File: src/rtl/mips_pkg.sv
// Shared types and encodings for the multi-cycle MIPS control path.
// States, opcodes, ALU operation codes and datapath mux selects; ALU_CU decodes the same alu_op values.
package mips_pkg;

  typedef enum logic [3:0] {
    FETCH, DECODE, MEM_ADDR, MEM_READ, MEM_WB, MEM_WRITE, R_EXEC, R_WB,
    I_EXEC, I_WB, BRANCH, JUMP, JAL, JR, ILLEGAL, HALT
  } state_t;

  localparam logic [5:0] OP_RTYPE = 6'h00;
  localparam logic [5:0] OP_J     = 6'h02;
  localparam logic [5:0] OP_JAL   = 6'h03;
  localparam logic [5:0] OP_BEQ   = 6'h04;
  localparam logic [5:0] OP_BNE   = 6'h05;
  localparam logic [5:0] OP_ADDI  = 6'h08;
  localparam logic [5:0] OP_SLTI  = 6'h0A;
  localparam logic [5:0] OP_ANDI  = 6'h0C;
  localparam logic [5:0] OP_ORI   = 6'h0D;
  localparam logic [5:0] OP_LW    = 6'h23;
  localparam logic [5:0] OP_SW    = 6'h2B;
  localparam logic [5:0] FN_JR    = 6'h08;

  localparam logic [2:0] ALU_ADD   = 3'b000;
  localparam logic [2:0] ALU_SUB   = 3'b001;
  localparam logic [2:0] ALU_RTYPE = 3'b010;
  localparam logic [2:0] ALU_AND   = 3'b011;
  localparam logic [2:0] ALU_OR    = 3'b100;
  localparam logic [2:0] ALU_SLT   = 3'b101;

  localparam logic [1:0] PCSRC_ALU    = 2'd0;
  localparam logic [1:0] PCSRC_ALUOUT = 2'd1;
  localparam logic [1:0] PCSRC_JUMP   = 2'd2;
  localparam logic [1:0] PCSRC_RS     = 2'd3;

  localparam logic [1:0] SRCB_RT     = 2'd0;
  localparam logic [1:0] SRCB_FOUR   = 2'd1;
  localparam logic [1:0] SRCB_IMM    = 2'd2;
  localparam logic [1:0] SRCB_IMM_SH = 2'd3;

  localparam logic [1:0] DST_RT = 2'd0;
  localparam logic [1:0] DST_RD = 2'd1;
  localparam logic [1:0] DST_RA = 2'd2;

  localparam logic [1:0] M2R_ALUOUT = 2'd0;
  localparam logic [1:0] M2R_MDR    = 2'd1;
  localparam logic [1:0] M2R_PC     = 2'd2;

  function automatic logic is_mem_wait(input state_t s);
    return (s == FETCH) || (s == MEM_READ) || (s == MEM_WRITE);
  endfunction

  function automatic logic [2:0] i_alu_op(input logic [5:0] op);
    case (op)
      OP_SLTI: return ALU_SLT;
      OP_ANDI: return ALU_AND;
      OP_ORI:  return ALU_OR;
      default: return ALU_ADD;
    endcase
  endfunction

endpackage

File: src/rtl/mem_watchdog.sv
// Memory wait-state watchdog: counts stalled cycles of one access, expire is combinational in the
// cycle the count reaches TIMEOUT_CYCLES with mem_ready still low; ready in that cycle wins.
module mem_watchdog #(
  parameter int TIMEOUT_CYCLES = 15
) (
  input  logic clk,
  input  logic rst_n,
  input  logic waiting,
  input  logic mem_ready,
  output logic expire,
  output logic mem_timeout
);

  localparam int CNT_W = (TIMEOUT_CYCLES > 0) ? $clog2(TIMEOUT_CYCLES + 1) : 1;
  localparam logic [CNT_W-1:0] LIMIT = CNT_W'(TIMEOUT_CYCLES);

  logic [CNT_W-1:0] wait_cnt;
  logic             stalled;

  assign stalled = waiting && !mem_ready;
  assign expire  = (TIMEOUT_CYCLES > 0) && stalled && (wait_cnt == LIMIT);

  // Any non-stalled cycle clears the count, so every new access starts from zero.
  always_ff @(posedge clk or negedge rst_n) begin
    if (!rst_n) begin
      wait_cnt    <= '0;
      mem_timeout <= 1'b0;
    end else begin
      if (stalled && !expire) wait_cnt <= wait_cnt + CNT_W'(1);
      else                    wait_cnt <= '0;
      if (expire) mem_timeout <= 1'b1;
    end
  end

endmodule

File: src/rtl/mips_multicycle_ctrl.sv
// Multi-cycle MIPS control FSM: 3-5 cycles per instruction plus one per memory wait state.
// Stalls on mem_ready; the watchdog halts the core if an access never completes.
module mips_multicycle_ctrl
  import mips_pkg::*;
#(
  parameter int TIMEOUT_CYCLES = 15,
  parameter int OP_W           = 6,
  parameter int FUNCT_W        = 6
) (
  input  logic               clk,
  input  logic               rst_n,
  input  logic [OP_W-1:0]    opcode,
  input  logic [FUNCT_W-1:0] funct,
  input  logic               alu_zero,
  input  logic               mem_ready,
  output logic               mem_read,
  output logic               mem_write,
  output logic               iord,
  output logic               ir_write,
  output logic               pc_write,
  output logic [1:0]         pc_source,
  output logic               alu_src_a,
  output logic [1:0]         alu_src_b,
  output logic [2:0]         alu_op,
  output logic               reg_write,
  output logic [1:0]         reg_dst,
  output logic [1:0]         mem_to_reg,
  output logic               illegal_op,
  output logic               mem_timeout,
  output logic [3:0]         state
);

  state_t     cur_st, nxt_st;
  logic [5:0] op, fn;
  logic       expire;

  assign op    = 6'(opcode);
  assign fn    = 6'(funct);
  assign state = cur_st;

  mem_watchdog #(.TIMEOUT_CYCLES(TIMEOUT_CYCLES)) u_wdog (
    .clk         (clk),
    .rst_n       (rst_n),
    .waiting     (is_mem_wait(cur_st)),
    .mem_ready   (mem_ready),
    .expire      (expire),
    .mem_timeout (mem_timeout)
  );

  always_ff @(posedge clk or negedge rst_n) begin
    if (!rst_n) cur_st <= FETCH;
    else        cur_st <= nxt_st;
  end

  always_comb begin
    nxt_st     = cur_st;
    mem_read   = 1'b0;
    mem_write  = 1'b0;
    iord       = 1'b0;
    ir_write   = 1'b0;
    pc_write   = 1'b0;
    pc_source  = PCSRC_ALU;
    alu_src_a  = 1'b0;
    alu_src_b  = SRCB_RT;
    alu_op     = ALU_ADD;
    reg_write  = 1'b0;
    reg_dst    = DST_RT;
    mem_to_reg = M2R_ALUOUT;
    illegal_op = 1'b0;
    case (cur_st)
      FETCH: begin
        mem_read  = 1'b1;
        alu_src_b = SRCB_FOUR;
        if (mem_ready) begin
          ir_write = 1'b1;
          pc_write = 1'b1;
          nxt_st   = DECODE;
        end else if (expire) begin
          nxt_st = HALT;
        end
      end
      DECODE: begin
        alu_src_b = SRCB_IMM_SH;
        case (op)
          OP_LW, OP_SW:                     nxt_st = MEM_ADDR;
          OP_RTYPE:                         nxt_st = (fn == FN_JR) ? JR : R_EXEC;
          OP_BEQ, OP_BNE:                   nxt_st = BRANCH;
          OP_J:                             nxt_st = JUMP;
          OP_JAL:                           nxt_st = JAL;
          OP_ADDI, OP_SLTI, OP_ANDI, OP_ORI: nxt_st = I_EXEC;
          default:                          nxt_st = ILLEGAL;
        endcase
      end
      MEM_ADDR: begin
        alu_src_a = 1'b1;
        alu_src_b = SRCB_IMM;
        nxt_st    = (op == OP_SW) ? MEM_WRITE : MEM_READ;
      end
      MEM_READ: begin
        mem_read = 1'b1;
        iord     = 1'b1;
        if (mem_ready)   nxt_st = MEM_WB;
        else if (expire) nxt_st = HALT;
      end
      MEM_WB: begin
        reg_write  = 1'b1;
        mem_to_reg = M2R_MDR;
        nxt_st     = FETCH;
      end
      MEM_WRITE: begin
        mem_write = 1'b1;
        iord      = 1'b1;
        if (mem_ready)   nxt_st = FETCH;
        else if (expire) nxt_st = HALT;
      end
      R_EXEC: begin
        alu_src_a = 1'b1;
        alu_op    = ALU_RTYPE;
        nxt_st    = R_WB;
      end
      R_WB: begin
        reg_write = 1'b1;
        reg_dst   = DST_RD;
        nxt_st    = FETCH;
      end
      I_EXEC: begin
        alu_src_a = 1'b1;
        alu_src_b = SRCB_IMM;
        alu_op    = i_alu_op(op);
        nxt_st    = I_WB;
      end
      I_WB: begin
        reg_write = 1'b1;
        nxt_st    = FETCH;
      end
      BRANCH: begin
        alu_src_a = 1'b1;
        alu_op    = ALU_SUB;
        pc_source = PCSRC_ALUOUT;
        pc_write  = (op == OP_BNE) ? !alu_zero : alu_zero;
        nxt_st    = FETCH;
      end
      JUMP: begin
        pc_source = PCSRC_JUMP;
        pc_write  = 1'b1;
        nxt_st    = FETCH;
      end
      JAL: begin
        pc_source  = PCSRC_JUMP;
        pc_write   = 1'b1;
        reg_write  = 1'b1;
        reg_dst    = DST_RA;
        mem_to_reg = M2R_PC;
        nxt_st     = FETCH;
      end
      JR: begin
        pc_source = PCSRC_RS;
        pc_write  = 1'b1;
        nxt_st    = FETCH;
      end
      ILLEGAL: begin
        illegal_op = 1'b1;
        nxt_st     = FETCH;
      end
      HALT:    nxt_st = HALT;
      default: nxt_st = FETCH;
    endcase
  end

endmodule

File: config.mk
export PLATFORM = sky130hd
export DESIGN_NAME = mips_multicycle_ctrl
export DESIGN_NICKNAME = d
export VERILOG_FILES = /design/src/rtl/mips_pkg.sv /design/src/rtl/mem_watchdog.sv /design/src/rtl/mips_multicycle_ctrl.sv
export SDC_FILE = /design/constraint.sdc
export NUM_CORES = 1
export LEC_CHECK = 0
export ABC_AREA = 0
export CAP_MARGIN = 5
export CORE_UTILIZATION = 40
export CTS_CLUSTER_DIAMETER = 80
export DETAILED_ROUTE_END_ITERATION = 7
export PLACE_DENSITY_LB_ADDON = 0.12
export SETUP_SLACK_MARGIN = 0.4
export SYNTH_ARGS = -nofsm -noshare
export SYNTH_HDL_FRONTEND = slang
export SYNTH_HIERARCHICAL = 1
export SYNTH_SLANG_ARGS = --single-unit
File: constraint.sdc
create_clock -name clk -period 2.3 [get_ports clk]
set_input_delay 0.46 -clock clk [delete_from_list [all_inputs] [get_ports clk]]
set_output_delay 0.46 -clock clk [all_outputs]
set_load 0.02 [all_outputs]
# Word-level counts from Yosys, hierarchy flattened
# Cells that the tools add are included.
# totals
out_inout_bits	24
ff_bits	9
# classes
reduce_logical	21
mux	25
n_addsub	1
n_eq_ne	27
# op_table
cell	n
equality test 4 bit, second input constant	9
case mux 4 bit (9 select lines)	1
equality test 6 x 4 -> 1 bit, second input constant	5
2-to-1 mux 4 bit	6
case mux 4 bit (6 select lines)	1
case mux 3 bit (3 select lines)	2
equality test 4 x 3 -> 1 bit, second input constant	4
equality test 6 x 2 -> 1 bit, second input constant	2
equality test 6 x 3 -> 1 bit, second input constant	2
equality test 6 bit, second input constant	2
case mux 2 bit (3 select lines)	2
OR reduction 2 bit	6
OR reduction 4 bit	3
2-to-1 mux 1 bit	9
equality test 4 x 2 -> 1 bit, second input constant	2
case mux 2 bit (2 select lines)	2
OR reduction 8 bit	1
logical NOT 6 bit	1
adder 4 x 1 -> 4 bit, second input constant	1
equality test 4 x 1 -> 1 bit, second input constant	1
logical NOT 4 bit	1
logical AND 1 bit	3
logical NOT 1 bit	3
2-to-1 mux 3 bit	1
3 further kinds	4

# Depth between registers and ports, before layout
# Gate-level depths: netlist of run 1.
# depth
ltp_word	8
depth_mapped	11

# Modules after synthesis
# The synthesis of run 1 kept the hierarchy.
# by_module_without_submodules
module	area_each_um2	cells_per_inst	instances
mips_multicycle_ctrl	824.5	127	1
mem_watchdog	221.5	19	1

# Worst setup path after synthesis of run 1
# OpenSTA, ideal clock, no wires.
# synth_timing
path_type	register to register
from	reg cur_st[1], in the netlist state[1]
to	reg cur_st[1], in the netlist state[1]
period_less_slack_ps	3058
required_ps	2229
setup_slack_ps	-758
arrival_time_ps	2988
path_stages_with_launch	12
setup_ps	71
path_cell_list	dfrtp_1 buf_4 clkbuf_1 xnor2_1 nor3_1 or2_2 nand2b_1 nor2_2 or3b_2 a211o_1 a31o_2 nand4_1
# synth_between
elab_chain_len	8
word_cells_on_any_way	26
classes_between	eq/ne (15); mux (5); reduce/logical (6)
# synth_rtl
item	line	text
start, declared	mips_multicycle_ctrl.sv:33	state_t cur_st, nxt_st;
start signal, assigned	mips_multicycle_ctrl.sv:52	else cur_st <= nxt_st;
equality test 4 x 2 -> 1 bit / logical NOT 4 bit (equally long branches)	mips_pkg.sv:49	return (s == FETCH) || (s == MEM_READ) || (s == MEM_WRITE);
logical OR 1 bit	mips_pkg.sv:49	
logical OR 1 bit *	mips_pkg.sv:49	
logical AND 1 bit *	mem_watchdog.sv:20	assign stalled = waiting && !mem_ready;
logical AND 1 bit *	mem_watchdog.sv:21	assign expire = (TIMEOUT_CYCLES > 0) && stalled && (wait_cnt == LIMIT);
net expire	mips_multicycle_ctrl.sv:35	logic expire;
2-to-1 mux 4 bit *	n/a	
2-to-1 mux 4 bit, on equally long branches	n/a	
case mux 4 bit (9 select lines) *	mips_multicycle_ctrl.sv:70	case (cur_st)
net nxt_st[1]	mips_multicycle_ctrl.sv:33	
# The timed path passes the listed nets; every way through them passes the cells marked *.
# A chain may end at the register's enable or synchronous reset.

# Worst setup path in the final report of run 1
# layout_timing
from	reg cur_st[2], in the netlist state[2]
to	reg cur_st[1], in the netlist state[1]
# Same word-level chain as after synthesis.

==> run_results.csv, run 1 <==
group,metric,value,unit
critical_path,critPathLaunchType,"flop",
global_route,antenna_found_initial,0,
sta,skew,1.76,ps
sta,fmax,0.403,GHz
synth,yosys-top-cells-area,"dfrtp_1, nor2_1, nand2b_1",
sta,final_max_slew_viol_count,0,
layout,seqCellArea,229,sq um
clock_network,clk_pin_slew,70,ps
routing,routedWlPerCell,25.9,um
routing,drt_iter0_markers,125,
routing,route.vias.total,1722,
clock_network,cts_tree,"done",
die,die_w,53.1,um
placement,portBuffers,39,
placement,gp_routability_congestion,0.912,
synth,synth.top_cell.area_share,0.215,
global_route,grt_util_met3,0.0287,
sta,slew_headroom,0.685,
critical_path,critPathKind,"flop to flop",
synth,ys_seq_area_frac,0.215,
layout,multi_input_area,1190,sq um
die,io_pins,40,
routing,drc,0,
die,start_util,0.422,
die,die_area,2820,sq um
sta,hold_viol_final,0,
power_and_ir_drop,ir_worst_vdd,1460,uV
global_route,grt_usage,0.308,
run_status,status,"finished with violations",
placement,dpl.hpwl,2.55,mm
sta,finalSetupTns,-525,ps
synth,ys_async_sr_fraction,1.00,
synth,synth.avg_cell_area,7.16,sq um
die,coreArea,2480,sq um
synth,yosys_warnings,6,
synth,syn_nets,163,
global_route,grtUsageMet1,0.373,
synth,synth_edf_count,0,
job,drv_cap,0,
critical_path,crit_required,2500,ps
placement,placedCellCount,228,
routing,drt-total-wl,6.65,mm
sta,worst_slack,-183,ps
layout,final_cell_count_no_fill,257,
die,dieHeight,53.1,um
layout,fill_cells,42,
synth,synth_seq_cells,9,
layout,syn_to_final_growth,129,%
routing,ant_nets,0,
hold_path,hp-class,"input port to async pin",
placement,pre_cts_ws,-925,ps
sta,fin_crit_sh,1.08,
routing,dr.pass1.iters,5,
critical_path,arrival,2680,ps
layout,n_antenna_cell,0,
synth,yosys.area.top_type,"dfrtp_1",
sta,rsz0062_at_grt,"true",
global_route,busiest_layer,"met2",
clock_network,cts_max_level,1,
run_status,violations,"negative setup slack",
layout,final_util,0.965,
synth,synthTopCellsByCount,"nor2_1, dfrtp_1, nand2_1, nand2b_1, o21ai_0",
synth,synthCells,146,
critical_path,critical-path-max-stage-delay,410,ps
power_and_ir_drop,pwr_density_cell,1310,nW/um^2
global_route,grt_max_degree,20,
clock_network,clock_path_buffers,2,
sta,setup_viol,5,
global_route,grt_pass1_vias,1334,
sta,layout_min_cycle_time,2480,ps
die,row_count,18,
critical_path,crit_chain,"buf_6 -> buf_12 -> or2_4 -> nor2_4 -> or2_4 -> nand2b_4 -> nor2_4 -> buf_6 -> nor4bb_1 -> o21ai_0 -> a31o_2 -> nand4_1",
synth,yosysMostFrequentCell,"nor2_1",
routing,via_per_inst,6.70,
critical_path,cp_slowest_cell,"dfrtp_1",
synth,yosys_most_used_dff,"dfrtp_1",
synth,syn_area,1050,sq um
clock_network,cts_buffers,3,
sta,worst_pin_slew,466,ps
layout,fin_nets,245,
global_route,grt_overflow_total,0,
clock_network,clkLatencyLatePin,280,ps
power_and_ir_drop,p_leak,1.03,nW
clock_network,numClockSinks,9,
clock_network,clockRootBuffer,"clkbuf_4",
critical_path,path_max_fanout,5,
layout,drive_above_1_share,0.626,
synth,synth_cell_types,48,
global_route,met2_usage,0.561,
global_route,grt_pass1_wl,6.21,mm
critical_path,cp-end-kind,"flop",
==> cell families after synthesis <==
kind of cell	synth area share
DFF	0.215
and+or+nand+nor	0.408
adders and majority gates	0.0120
muxes	0.0215
AOI/OAI and AO/OA	0.233
buffers and inverters	0.0682
xor gates and xnor gates	0.0419
==> worst paths after layout <==
check                                                     from                        endpoint  slack, ps  depth (start not counted)
worst max-delay path                        state[2]$_DFF_PN0_              state[1]$_DFF_PN0_       -180                         12
worst min-delay path                                     rst_n    u_wdog/wait_cnt[3]$_DFF_PN0_        470                          1
worst max register to register              state[2]$_DFF_PN0_              state[1]$_DFF_PN0_       -180                         12
worst min register to register  u_wdog/mem_timeout$_DFFE_PN0P_  u_wdog/mem_timeout$_DFFE_PN0P_        500                          1
max in group asynchronous                                rst_n              state[3]$_DFF_PN0_       1520                          1
min in group clk                u_wdog/mem_timeout$_DFFE_PN0P_  u_wdog/mem_timeout$_DFFE_PN0P_        500                          1
==> per-stage QoR <==
step                hold WS, ps  instance area, sq um  total power, mW
floorplan                   164                  1150             1.26
global placement            442                  1690             1.84
detailed placement          458                  1690             1.86
CTS                         473                  2080             2.40
global route                493                  2390             3.22
finish                      471                  2390             3.13
==> cell usage in the layout (no fill, tap or decap), drive strengths merged, types with 2 or more instances in the layout <==
cell type,netlist,final
nand2b,9,9
dlygate4sd2,0,2
a21oi,7,7
mux2,2,2
clkdlybuf4s50,0,10
nand2,8,8
buf,4,69
xnor2,4,4
clkbuf,7,8
dfrtp,9,9
nor4b,2,2
a2111oi,3,3
inv,5,4
dlymetal6s2s,0,2
o21ai,8,8
o31a,2,2
o211ai,2,2
or2,5,5
and2,2,2
a31oi,2,2
nor2,26,26
nor2b,4,4
or3b,2,2
or3,2,2
a21o,2,2
nand3,5,5
nor3,7,7
==> layout make-up <==
| class | count | share of cell area |
|---|---|---|
| repair buffers | 88 | 0.372 |
| multi-input cells | 121 | 0.497 |
| inverters | 5 | 0.00942 |
| clock buffers | 4 | 0.0110 |
| well taps | 30 | 0.0157 |
| flip-flops and latches | 9 | 0.0958 |
==> per-layer routing <==
| metal | wire, um | part of all wire |
|---|---|---|
| met1 | 2180 | 0.33 |
| met2 | 3190 | 0.48 |
| met3 | 658 | 0.099 |
| met4 | 631 | 0.095 |
| met5 | 0 | 0 |
==> report_power, final <==
group / internal, mW / leakage [nW] / switching (mW)
Clock: 0.0674 / 0.0150 / 0.0667
Combinational: 1.30 / 0.896 / 1.42
Sequential: 0.209 / 0.115 / 0.0613
==> sequential cells by signal, summed over array words and instances, names as in the netlist <==
| signal | cells |
|---|---|
| u_wdog/wait_cnt | 4 |
| state | 4 |
| u_wdog/mem_timeout | 1 |
==> critical path, delay by kind of cell (launching register included) <==
| kind | cells | cell delay, ps |
|---|---|---|
| buf+inv | 3 | 410 |
| compound gates | 2 | 420 |
| flops | 1 | 410 |
| simple gates | 7 | 1160 |
==> timing repair <==
| item | 4_1_cts | 5_1_grt |
|---|---|---|
| pin swaps | 18 | 20 |
| gates cloned | 1 | 0 |
| endpoints found under the setup margin | 26 | 24 |
| setup buffers | 15 | 9 |
| resized for setup | 156 | 85 |
| hold buffers | 0 | 0 |
No activity file was read; power rests on OpenSTA's default activity.
==> inputs of run 2 (changes only) <==
--- a/config.mk
+++ b/config.mk
@@ -6,7 +6,6 @@
 export NUM_CORES = 1
 export LEC_CHECK = 0
 export ABC_AREA = 0
-export CAP_MARGIN = 5
 export CORE_UTILIZATION = 40
 export CTS_CLUSTER_DIAMETER = 80
 export DETAILED_ROUTE_END_ITERATION = 7
==> results of run 2 <==
Final layout, timing and power as in run 1 (identical DEF).
